File: config.mk
export PLATFORM = sky130hd
export DESIGN_NAME = wrapper_sha256_job_controller
export DESIGN_NICKNAME = d
export VERILOG_FILES = /design/src/rtl/wrapper_sha256_job_controller.sv
export SDC_FILE = /design/constraint.sdc
export NUM_CORES = 1
export LEC_CHECK = 0
export ABC_AREA = 1
export BUFFER_PORTS_ARGS = -buffer_cell sky130_fd_sc_hd__buf_2
export CAP_MARGIN = 20
export CORE_MARGIN = 2
export CORE_UTILIZATION = 38
export CTS_CLUSTER_DIAMETER = 150
export DETAILED_ROUTE_END_ITERATION = 16
export PLACE_DENSITY = 0.58
export SLEW_MARGIN = 25
export SYNTH_ARGS = -nofsm -noshare
export SYNTH_HDL_FRONTEND = slang
export SYNTH_SLANG_ARGS = --single-unit
File: constraint.sdc
create_clock -name HCLK -period 2.1 [get_ports HCLK]
set_input_delay 0.42 -clock HCLK [delete_from_list [all_inputs] [get_ports HCLK]]
set_output_delay 0.42 -clock HCLK [all_outputs]
set_load 0.03 [all_outputs]
File: src/rtl/wrapper_sha256_job_controller.sv
// SHA-256 job sequencer: accepts a size descriptor, drives the engine cfg
// beat, gates DMAC requests per phase, counts packets, watches for stalls.
//
// Ports:
//   HCLK, HRESETn         clock, async active-low reset
//   job_size/valid/ready  job descriptor handshake (ready = idle)
//   abort                 level abort, honoured in DATA/DIGEST only
//   cfg_*                 engine configuration channel
//   in_beat_*, out_beat_* engine data handshake monitors
//   in/out_data_req(_i)   raw and phase-gated DMAC requests
//   busy, done_pulse      status and one-cycle completion strobe
//   err_len, err_timeout  sticky per-job error flags
//   blocks_remaining      input packets still expected
module wrapper_sha256_job_controller #(
  parameter int          CFGSIZEWIDTH   = 64,
  parameter int          CFGSCHEMEWIDTH = 2,
  parameter int unsigned SCHEME         = 0,
  parameter int          INPACKETWIDTH  = 512,
  parameter int          TIMEOUTWIDTH   = 16
) (
  input  logic                      HCLK,
  input  logic                      HRESETn,
  input  logic [CFGSIZEWIDTH-1:0]   job_size,
  input  logic                      job_valid,
  output logic                      job_ready,
  input  logic                      abort,
  output logic [CFGSIZEWIDTH-1:0]   cfg_size,
  output logic [CFGSCHEMEWIDTH-1:0] cfg_scheme,
  output logic                      cfg_last,
  output logic                      cfg_valid,
  input  logic                      cfg_ready,
  input  logic                      in_beat_valid,
  input  logic                      in_beat_ready,
  input  logic                      in_beat_last,
  input  logic                      out_beat_valid,
  input  logic                      out_beat_ready,
  input  logic                      in_data_req_i,
  output logic                      in_data_req,
  input  logic                      out_data_req_i,
  output logic                      out_data_req,
  output logic                      busy,
  output logic                      done_pulse,
  output logic                      err_len,
  output logic                      err_timeout,
  output logic [CFGSIZEWIDTH-1:0]   blocks_remaining
);

  localparam int EW       = CFGSIZEWIDTH + 1;
  localparam int PKTSHIFT = $clog2(INPACKETWIDTH);

  typedef enum logic [1:0] {
    IDLE   = 2'd0,
    CFG    = 2'd1,
    DATA   = 2'd2,
    DIGEST = 2'd3
  } state_t;

  state_t                  state_q, state_d;
  logic [CFGSIZEWIDTH-1:0] size_q, size_d;
  logic [CFGSIZEWIDTH-1:0] rem_q, rem_d;
  logic                    err_len_q, err_len_d;
  logic                    err_to_q, err_to_d;
  logic                    done_q, done_d;

  logic                    cfg_hs;
  logic                    in_hs;
  logic                    out_hs;
  logic                    hs_any;
  logic                    wd_expired;
  logic                    timeout;

  // Ceiling division done one bit wider so the rounding add
  // cannot overflow at the maximum message length.
  logic [EW-1:0]           size_round;
  logic [EW-1:0]           blk_wide;
  logic [CFGSIZEWIDTH-1:0] blk_init;
  logic                    unused_blk;

  assign size_round = {1'b0, job_size} + EW'(INPACKETWIDTH - 1);
  assign blk_wide   = size_round >> PKTSHIFT;
  assign unused_blk = blk_wide[EW-1];
  assign blk_init   = (job_size == '0) ? CFGSIZEWIDTH'(1)
                                       : blk_wide[CFGSIZEWIDTH-1:0];

  assign cfg_hs = cfg_valid & cfg_ready;
  assign in_hs  = in_beat_valid & in_beat_ready;
  assign out_hs = out_beat_valid & out_beat_ready;
  assign hs_any = cfg_hs | in_hs | out_hs;

  // Any handshake this cycle counts as progress and beats the watchdog.
  assign timeout = wd_expired & ~hs_any;

  if (TIMEOUTWIDTH > 0) begin : g_wd
    logic [TIMEOUTWIDTH-1:0] wd_cnt;

    always_ff @(posedge HCLK or negedge HRESETn) begin
      if (!HRESETn) begin
        wd_cnt <= '0;
      end else if (state_q == IDLE || hs_any) begin
        wd_cnt <= '0;
      end else if (!(&wd_cnt)) begin
        wd_cnt <= wd_cnt + 1'b1;
      end
    end

    assign wd_expired = (state_q != IDLE) && (&wd_cnt);
  end else begin : g_no_wd
    assign wd_expired = 1'b0;
  end

  always_ff @(posedge HCLK or negedge HRESETn) begin
    if (!HRESETn) begin
      state_q   <= IDLE;
      size_q    <= '0;
      rem_q     <= '0;
      err_len_q <= 1'b0;
      err_to_q  <= 1'b0;
      done_q    <= 1'b0;
    end else begin
      state_q   <= state_d;
      size_q    <= size_d;
      rem_q     <= rem_d;
      err_len_q <= err_len_d;
      err_to_q  <= err_to_d;
      done_q    <= done_d;
    end
  end

  always_comb begin
    state_d   = state_q;
    size_d    = size_q;
    rem_d     = rem_q;
    err_len_d = err_len_q;
    err_to_d  = err_to_q;
    done_d    = 1'b0;
    unique case (state_q)
      IDLE: begin
        if (job_valid) begin
          size_d    = job_size;
          rem_d     = blk_init;
          err_len_d = 1'b0;
          err_to_d  = 1'b0;
          state_d   = CFG;
        end
      end
      CFG: begin
        // abort is not acted on here; it takes effect once in DATA
        if (cfg_ready) begin
          state_d = DATA;
        end else if (timeout) begin
          err_to_d = 1'b1;
          done_d   = 1'b1;
          state_d  = IDLE;
        end
      end
      DATA: begin
        if (abort) begin
          rem_d   = '0;
          done_d  = 1'b1;
          state_d = IDLE;
        end else if (in_hs) begin
          if (rem_q <= CFGSIZEWIDTH'(1)) begin
            rem_d   = '0;
            state_d = DIGEST;
            if (!in_beat_last) err_len_d = 1'b1;
          end else if (in_beat_last) begin
            rem_d     = '0;
            err_len_d = 1'b1;
            state_d   = DIGEST;
          end else begin
            rem_d = rem_q - CFGSIZEWIDTH'(1);
          end
        end else if (timeout) begin
          err_to_d = 1'b1;
          done_d   = 1'b1;
          state_d  = IDLE;
        end
      end
      DIGEST: begin
        if (abort) begin
          rem_d   = '0;
          done_d  = 1'b1;
          state_d = IDLE;
        end else if (out_hs) begin
          done_d  = 1'b1;
          state_d = IDLE;
        end else if (timeout) begin
          err_to_d = 1'b1;
          done_d   = 1'b1;
          state_d  = IDLE;
        end
      end
      default: state_d = IDLE;
    endcase
  end

  assign job_ready        = (state_q == IDLE);
  assign busy             = (state_q != IDLE);
  assign cfg_valid        = (state_q == CFG);
  assign in_data_req      = in_data_req_i & (state_q == DATA);
  assign out_data_req     = out_data_req_i & (state_q == DIGEST);
  assign cfg_size         = size_q;
  assign cfg_scheme       = CFGSCHEMEWIDTH'(SCHEME);
  assign cfg_last         = 1'b1;
  assign done_pulse       = done_q;
  assign err_len          = err_len_q;
  assign err_timeout      = err_to_q;
  assign blocks_remaining = rem_q;

endmodule
### Word-level counts from Yosys, hierarchy flattened

Index checks and enable logic that the tools add are counted.

| storage, ports and cells | value |
|---|---|
| flip-flop bits (word level) | 149 |
| word-level logic and storage cells | 90 |
| output and inout port bits | 139 |

| operators by class | value |
|---|---|
| multiplexer cells | 41 |
| reduce and logical (&&, ||, !) cells | 13 |
| $add $sub $neg | 3 |
| bitwise operators | 9 |
| eq/ne operators | 16 |
| order comparisons | 1 |

Operators by type and width:

| cell | count |
|---|---|
| $mux 64 | 6 |
| $pmux 64 s3 | 1 |
| $add 64x9->65 const B | 1 |
| $le 64x1->1 const B | 1 |
| $logic_not 64->1 | 1 |
| $sub 64x1->64 const B | 1 |
| $mux 56 | 1 |
| $mux 16 | 2 |
| $mux 1 | 18 |
| $mux 2 | 9 |
| $ne 2x2->1 const B | 9 |
| $add 16x1->16 const B | 1 |
| $reduce_and 16->1 | 1 |
| $reduce_and 6->1 | 2 |
| $ne 3x3->1 const B | 3 |
| $pmux 2 s4 | 1 |
| $and 1x1->1 | 6 |
| $ne 5x5->1 const B | 1 |
| $eq 2x2->1 const B | 2 |
| $pmux 1 s4 | 1 |
| $reduce_and 2->1 | 2 |
| $reduce_and 4->1 | 1 |
| $reduce_bool 2->1 | 2 |
| $pmux 1 s3 | 1 |
| other kinds (8) | 9 |

### Depth between registers and ports, before layout

Gate-level depths: netlist (run 1).

| depth | value |
|---|---|
| word-level depth | 10 |
| depth in mapped cells | 14 |
| depth with buffers taken out | 13 |

### Worst setup path after synthesis (run 1)

No wires, ideal clock.

| timing path | value |
|---|---|
| kind | reg-to-reg |
| start point | register rem_q[0], in the netlist blocks_remaining[0] |
| end point | register rem_q[46], in the netlist blocks_remaining[46] |
| cell stages (with the launch flop) | 13 |
| required time | 1.982 ns |
| buffers on the path | 1 |
| setup time | 0.118 ns |
| slack | 0.118 ns |
| arrival time | 1.864 ns |
| cell sequence | dfrtp_1 inv_1 ha_1 nand2_4 nor2_8 nand2_4 a21oi_1 nand2_1 nand3_2 buf_6 nor2_1 nor2_1 nor2_1 |

| between the ends | value |
|---|---|
| cells in the longest elaborated chain, start to end | 6 |
| elaborated cells between the ends (all ways) | 7 |
| classes of those cells | add/sub (1); order compare (1); mux (5) |

Ends and longest elaborated chain:

| item | line | text |
|---|---|---|
| start: declaration | 60 | `logic [CFGSIZEWIDTH-1:0] rem_q, rem_d;` |
| start signal: assignment | 122 | `rem_q <= rem_d;` |
| $sub 64x1->64 | 171 | `rem_d = rem_q - CFGSIZEWIDTH'(1);` |
| $mux 64 | 166 | `end else if (in_beat_last) begin` |
| $mux 64 * | 162 | `if (rem_q <= CFGSIZEWIDTH'(1)) begin` |
| $mux 64 * | 161 | `end else if (in_hs) begin` |
| $mux 64 * | 157 | `if (abort) begin` |
| $pmux 64 s3 * | 136 | `unique case (state_q)` |

Mark *: on every way between the ends. The rest lies on a longest branch, timed or not. The select of a mux whose other input is x is not followed.
A chain may end at the register's enable or synchronous reset.

### Worst setup path after layout (run 1)

| timing path | value |
|---|---|
| start point | register rem_q[27], in the netlist blocks_remaining[27] |
| end point | register rem_q[63], in the netlist blocks_remaining[63] |

Same word-level chain as after synthesis.

==> results of run 1 <==
## stage by stage
| step | total power [uW] | hold slack (ns) | setup WS [ns] | cell area [sq um] | std cells |
|---|---|---|---|---|---|
| final | 19600 | 0.259 | 0.0880 | 14900 | 2635 |
| after global routing | 20900 | 0.268 | -0.0696 | 14900 | 2635 |
| after CTS | 19400 | 0.237 | 0.00552 | 14700 | 2631 |
| after detailed placement | 15900 | 0.327 | -0.268 | 14100 | 2598 |
| after global placement | 15900 | 0.329 | -0.302 | 14100 | 2598 |
| after floorplan | 11600 | 0.124 | 0.118 | 11100 | 1840 |
## routing by layer
| metal | track usage, % | vias up | wire length, um |
|---|---|---|---|
| li1 | - | 6601 | - |
| met1 | 47.4 | 6357 | 23000 |
| met2 | 49.8 | 569 | 21400 |
| met3 | 4.77 | 66 | 3750 |
| met4 | 8.99 | 0 | 1170 |
| met5 | 0 | - | 0 |
## worst min-delay path by stage
stage,startpoint,cells past startpoint,end,slack [ns]
after floorplan,HRESETn,0,blocks_remaining[0]$_DFFE_PN0P_,0.12
after global placement,HRESETn,1,cfg_size[7]$_DFFE_PN0P_,0.33
after detailed placement,HRESETn,1,cfg_size[7]$_DFFE_PN0P_,0.33
after CTS,cfg_ready,3,state_q[1]$_DFFE_PN0P_,0.24
after global routing,job_size[12],3,cfg_size[12]$_DFFE_PN0P_,0.27
final,cfg_ready,3,state_q[1]$_DFFE_PN0P_,0.26
## cells in the mapped netlist, drive strengths merged
cell	number	share of area, %
nor3	24	1.2
o31ai	1	0.067
clkinv	1	0.034
o21ai	109	4.9
a211oi	2	0.13
o21a	2	0.13
xnor2	13	1.0
and2	2	0.11
nand3b	11	0.74
nand4	31	1.7
o211ai	2	0.13
buf	30	1.8
nand2	625	21
a22oi	1	0.067
nor2	392	14
ha	3	0.34
xor2	20	1.6
a21oi	23	1.0
nor4	3	0.22
inv	193	6.5
clkbuf	14	0.47
a31oi	7	0.39
conb	2	0.067
nand3	173	7.8
o22ai	1	0.056
o221a	1	0.10
dfrtp	149	33
o21bai	4	0.27
## flip-flops by register name, summed over array words and instances (netlist names)
signal,cells
blocks_remaining,64
cfg_size,64
done_pulse,1
err_len,1
err_timeout,1
g_wd.wd_cnt,16
state_q,2
## logic make-up (layout without fill, tap and decap cells)
family | Yosys count | in the layout
AO/OA/AOI/OAI | 153 | 153
XOR/XNOR | 33 | 33
adder cells (fa/ha/maj) | 3 | 3
buffers and inverters | 238 | 649
flip-flops | 149 | 149
other | 2 | 3
AND/OR/NAND/NOR | 1261 | 1261
## power by group through the flow
stage               Sequential, uW  Clock, uW  Combinational [uW]
CTS                           4940       3470               11000
floorplan                     7250          0                4390
finish                        5010       3420               11200
global route                  5160       3570               12100
detailed placement            4970          0               11000
global placement              4970          0               10900
## repair_timing
action | in CTS | in global routing
gates resized for setup | 4 | 43
hold buffers | 1 | 0
endpoints found under the setup margin | 18 | 66
pin swaps | 0 | 3
hold endpoints to repair | 29 | 0
buffers inserted | 0 | 4
## critical path, cell delays in order, from the launching register on
cell and delay [ns]:
dfrtp_2 0.46, buf_4 0.17, nor2_2 0.10, nand2_1 0.09, nor2_1 0.20, nand2_1 0.15
nor2_2 0.21, nand2_1 0.09, nor2_1 0.21, nand2_1 0.08, nand3_1 0.08, o21ai_1 0.05
## final cells by class
class	count	area [sq um]
inverter	194	729
clock inverter	14	199
fill	3057	13900
sequential	149	3740
multi-input combinational	1453	6580
timing repair buffer	423	2770
tap	384	480
clock buffer	18	429
==> results.json, run 1 <==
{
  "worstReg2RegEnd": "blocks_remaining[63]$_DFFE_PN0P_",
  "die_x_um": 175,
  "yosys_warnings": 0,
  "startpoint_type": "flop",
  "dp_hpwl_um": 39900,
  "crit_type": "reg2reg",
  "synth_seq_cells": 149,
  "layout-drive-gt1-share_pct": 24.1,
  "viasPerCell": 5.16,
  "cts.path.max_buffers": 2,
  "antenna_found_initial": 0,
  "drv_slew": 0,
  "port-buffer-count": 211,
  "syn_inst": 1839,
  "hold_path_class": "in2reg",
  "tightest_slew_ns": 0.669,
  "synth_area_per_cell_sq_um": 6.06,
  "clk_pin_slew_ns": 0.08,
  "worst-r2r-cell-count": 11,
  "final_cell_mix": "612 x nand2_1, 342 x nor2_1, 210 x buf_2, 201 x buf_4, 183 x inv_1",
  "worst_setup_path_endpoint": "blocks_remaining[63]$_DFFE_PN0P_",
  "pwr_density_cell_nw_per_um2": 1310,
  "synthToLayoutAreaGrowth_pct": 33.9,
  "drc": 0,
  "p_sw_share_pct": 51.4,
  "cellLeakagePower_uw": 0.00761,
  "grt_usage_pct": 32.5,
  "clock.fmax_mhz": 497,
  "gp_congestion": 0.984,
  "grt_remaining_overflow": 0,
  "rrSetupSlack_ns": 0.09,
  "rows": 62,
  "die_area_sq_um": 30700,
  "antenna_cells": 0,
  "synth_cell_type_count": 41,
  "drt-pass1-iter-count": 6,
  "drt_wl_total_um": 49300,
  "utilization_pct": 51.9,
  "grt_max_degree": 126,
  "synth_top_family_by_area": "simple AND/OR/NAND/NOR gates",
  "setup_viol": 0,
  "cts_tree": "done",
  "fin_crit_ns": 2.01,
  "initial_core_util_pct": 38.7,
  "skew_ns": 0.0128,
  "cts.htree.levels": 4,
  "clockRootBuffer": "clkbuf_16",
  "seqPwrFrac_pct": 25.5,
  "combPwrFrac_pct": 57.1,
  "cp.required_ns": 2.45,
  "synthMuxAreaShare_pct": 0,
  "timing.rr.start": "blocks_remaining[27]$_DFFE_PN0P_",
  "arrival_ns": 2.36,
  "routedWlPerCell_um": 18.7,
  "pwr-share-clk_pct": 17.4,
  "vias": 13600,
  "ys_seq_area_share_pct": 33.5,
  "first_iter_violations": 1226,
  "grt_pass1_wl_um": 75400,
  "final_common_cell": "nand2_1",
  "die_h_um": 175,
  "rsz0062_at_grt": "yes",
  "synthAdderAreaFrac_pct": 0.337,
  "endpoint_kind": "flop",
  "grt_pass1_vias": 12700,
  "maxCapViolations": 0,
  "antenna_left": 0,
  "crit_start": "blocks_remaining[27]$_DFFE_PN0P_",
  "yosys.area_share.simple_pct": 47.5,
  "final_nets": 2317,
  "critPathMaxFanout": 5,
  "cts_made_buffers": 17,
  "core_area_sq_um": 28800,
  "clock_latency_ns": 0.46,
  "netlist_area_sq_um": 11100,
  "peakVddDrop_mv": 0.886,
  "p_switching_uw": 10100,
  "timing.slew.headroom_pct": 55.4,
  "fin_crit_sh_pct": 95.8,
  "cts.sinks": 149,
  "status": "finished, final reports clean",
  "synth-xor-area-share_pct": 2.59,
  "intPower_uw": 9540,
  "synth-compound-area-share_pct": 7.29,
  "ios": 215,
  "finalHoldViolations": 0,
  "tns_ns": 0
}
(Power assumes the default switching activity.)
==> run 2, diff against run 1 <==
Settings changed: BUFFER_PORTS_ARGS -buffer_cell sky130_fd_sc_hd__buf_2 to -buffer_cell sky130_fd_sc_hd__clkbuf_2.
==> run 2 against run 1 <==
Net effect: worst hold slack got worse by 0.032 ns; sequential cell count unchanged; clock power is 7.6% lower; critical path depth increased by 2; global-route usage decreased by 0.52 points; sequential power up 2%; maximum frequency shrank 1.2%; final cell count shrank 0.57%; die area unchanged; cell area is 1.1% lower; utilization decreased by 0.59 points; sequential share of layout area up 0.28 points; largest power group unchanged.
==> results.json, run 2 (synthesized netlist as in run 1, its figures left out) <==
{
  "status": "finished, final reports clean",
  "cts.sinks": 149,
  "viasPerCell": 5.13,
  "hold_path_class": "in2reg",
  "arrival_ns": 2.38,
  "cts_tree": "done",
  "vias": 13400,
  "fin_crit_sh_pct": 97.0,
  "route.met3.wl_um": 3590,
  "clock.fmax_mhz": 491,
  "skew_ns": 0.0108,
  "gp_congestion": 0.992,
  "instances_no_fill": 2620,
  "drt_wl_total_um": 48800,
  "clock_latency_ns": 0.44,
  "ios": 215,
  "grt_pass1_vias": 12400,
  "antenna_found_initial": 0,
  "die_area_sq_um": 30700,
  "die_h_um": 175,
  "critPathMaxFanout": 12,
  "rows": 62,
  "finalHoldViolations": 0,
  "final_common_cell": "nand2_1",
  "antenna_left": 0,
  "tns_ns": 0,
  "timing.slew.headroom_pct": 56.4,
  "routedWlPerCell_um": 18.6,
  "pwr_density_cell_nw_per_um2": 1310,
  "finalInstanceArea_sq_um": 14800,
  "wl_met2_um": 21300,
  "first_iter_violations": 1530,
  "peakVddDrop_mv": 0.854,
  "maxCapViolations": 0,
  "initial_core_util_pct": 38.7,
  "grt_remaining_overflow": 0,
  "antenna_cells": 0,
  "dr.max_layer_used": "met4",
  "synthToLayoutAreaGrowth_pct": 32.4,
  "grt_max_degree": 126,
  "dp.cells": 2582,
  "layout-drive-gt1-share_pct": 23.5,
  "setup_viol": 0,
  "rsz0062_at_grt": "yes",
  "clk_pin_slew_ns": 0.07,
  "fin_crit_ns": 2.04,
  "cp.required_ns": 2.44,
  "drv_slew": 0,
  "cts.htree.levels": 4,
  "clockRootBuffer": "clkbuf_16",
  "routedLengthMet1_um": 22700,
  "endpoint_kind": "flop",
  "port-buffer-count": 211,
  "grt_pass1_wl_um": 74100,
  "final_cell_mix": "613 x nand2_1, 342 x nor2_1, 210 x clkbuf_2, 189 x buf_4, 182 x inv_1",
  "drc": 0,
  "die_x_um": 175,
  "final_nets": 2302,
  "tightest_slew_ns": 0.654,
  "dp_hpwl_um": 39700,
  "cts_made_buffers": 17,
  "grt_usage_pct": 32.0,
  "utilization_pct": 51.3,
  "drt-pass1-iter-count": 5,
  "cts.path.max_buffers": 2,
  "core_area_sq_um": 28800,
  "place_area_sq_um": 14000,
  "crit_type": "reg2reg",
  "cellLeakagePower_uw": 0.00751,
  "total_power_uw": 19400,
  "startpoint_type": "flop"
}
[run 2: cell types whose count changed in the layout (fill, tap and decap cells not counted), sizes merged]
cell / change
buf: -225
clkbuf: +211
clkinvlp: -2
inv: +2
clkinv: +2
bufinv: -3
[run 2: layer usage]
metal | track usage [%] | up-vias
li1 | - | 6566
met1 | 47.3 | 6231
met2 | 48.5 | 573
met3 | 3.94 | 59
met4 | 9.65 | 0
met5 | 0 | -
[run 2: metrics by stage]
step | hold slack [ns] | worst slack (ns)
finish | 0.227 | 0.0637
global route | 0.235 | -0.0140
CTS | 0.219 | 0.000729
detailed placement | 0.307 | -0.196
global placement | 0.307 | -0.207
floorplan | 0.124 | 0.118
[run 2: worst paths after layout]
path | startpoint | endpoint | slack, ns | cells past startpoint
setup / recovery | blocks_remaining[33]$_DFFE_PN0P_ | blocks_remaining[26]$_DFFE_PN0P_ | 0.06 | 13
hold / removal | job_size[2] | cfg_size[2]$_DFFE_PN0P_ | 0.23 | 3
setup reg to reg | blocks_remaining[33]$_DFFE_PN0P_ | blocks_remaining[26]$_DFFE_PN0P_ | 0.06 | 13
hold reg to reg | cfg_size[2]$_DFFE_PN0P_ | cfg_size[2]$_DFFE_PN0P_ | 0.48 | 2
max in group asynchronous | HRESETn | blocks_remaining[33]$_DFFE_PN0P_ | 1.02 | 3
min in group asynchronous | HRESETn | cfg_size[27]$_DFFE_PN0P_ | 0.40 | 2
[run 2: timing repair]
| item | CTS | global route |
|---|---|---|
| hold buffers | 1 | 0 |
| pin swaps | 0 | 4 |
| endpoints found under the hold margin | 24 | 0 |
| setup endpoints to repair | 10 | 68 |
| cloned | 0 | 0 |
| setup buffers | 0 | 5 |
| resized for setup | 3 | 45 |
[run 2: final cells by class]
type	instances	area, sq um
Clock inverter	13	140
Sequential cell	149	3730
Fill cell	3068	14000
Timing Repair Buffer	408	2630
Multi-Input combinational cell	1453	6600
Tap cell	384	480
Inverter	194	729
Clock buffer	19	443
[run 2: power breakdown]
part           internal (uW)  total [uW]  switching (uW)
logic                   3420       11100            7700
clock network           1710        3160            1460
registers               4050        5100            1050
total                   9180       19400           10200
[run 2: worst max-delay path, cell delays in order (launching register included)]
cell and delay [ns]:
dfrtp_2 0.46, nor2_1 0.16, nand2_1 0.14, nor2_2 0.17, nand2_2 0.11, nor2_4 0.15
nand2_1 0.09, nand2_1 0.13, nor2_4 0.07, buf_12 0.15, nand3_1 0.13, nand2_1 0.07
nand2_1 0.06, nand2_1 0.05
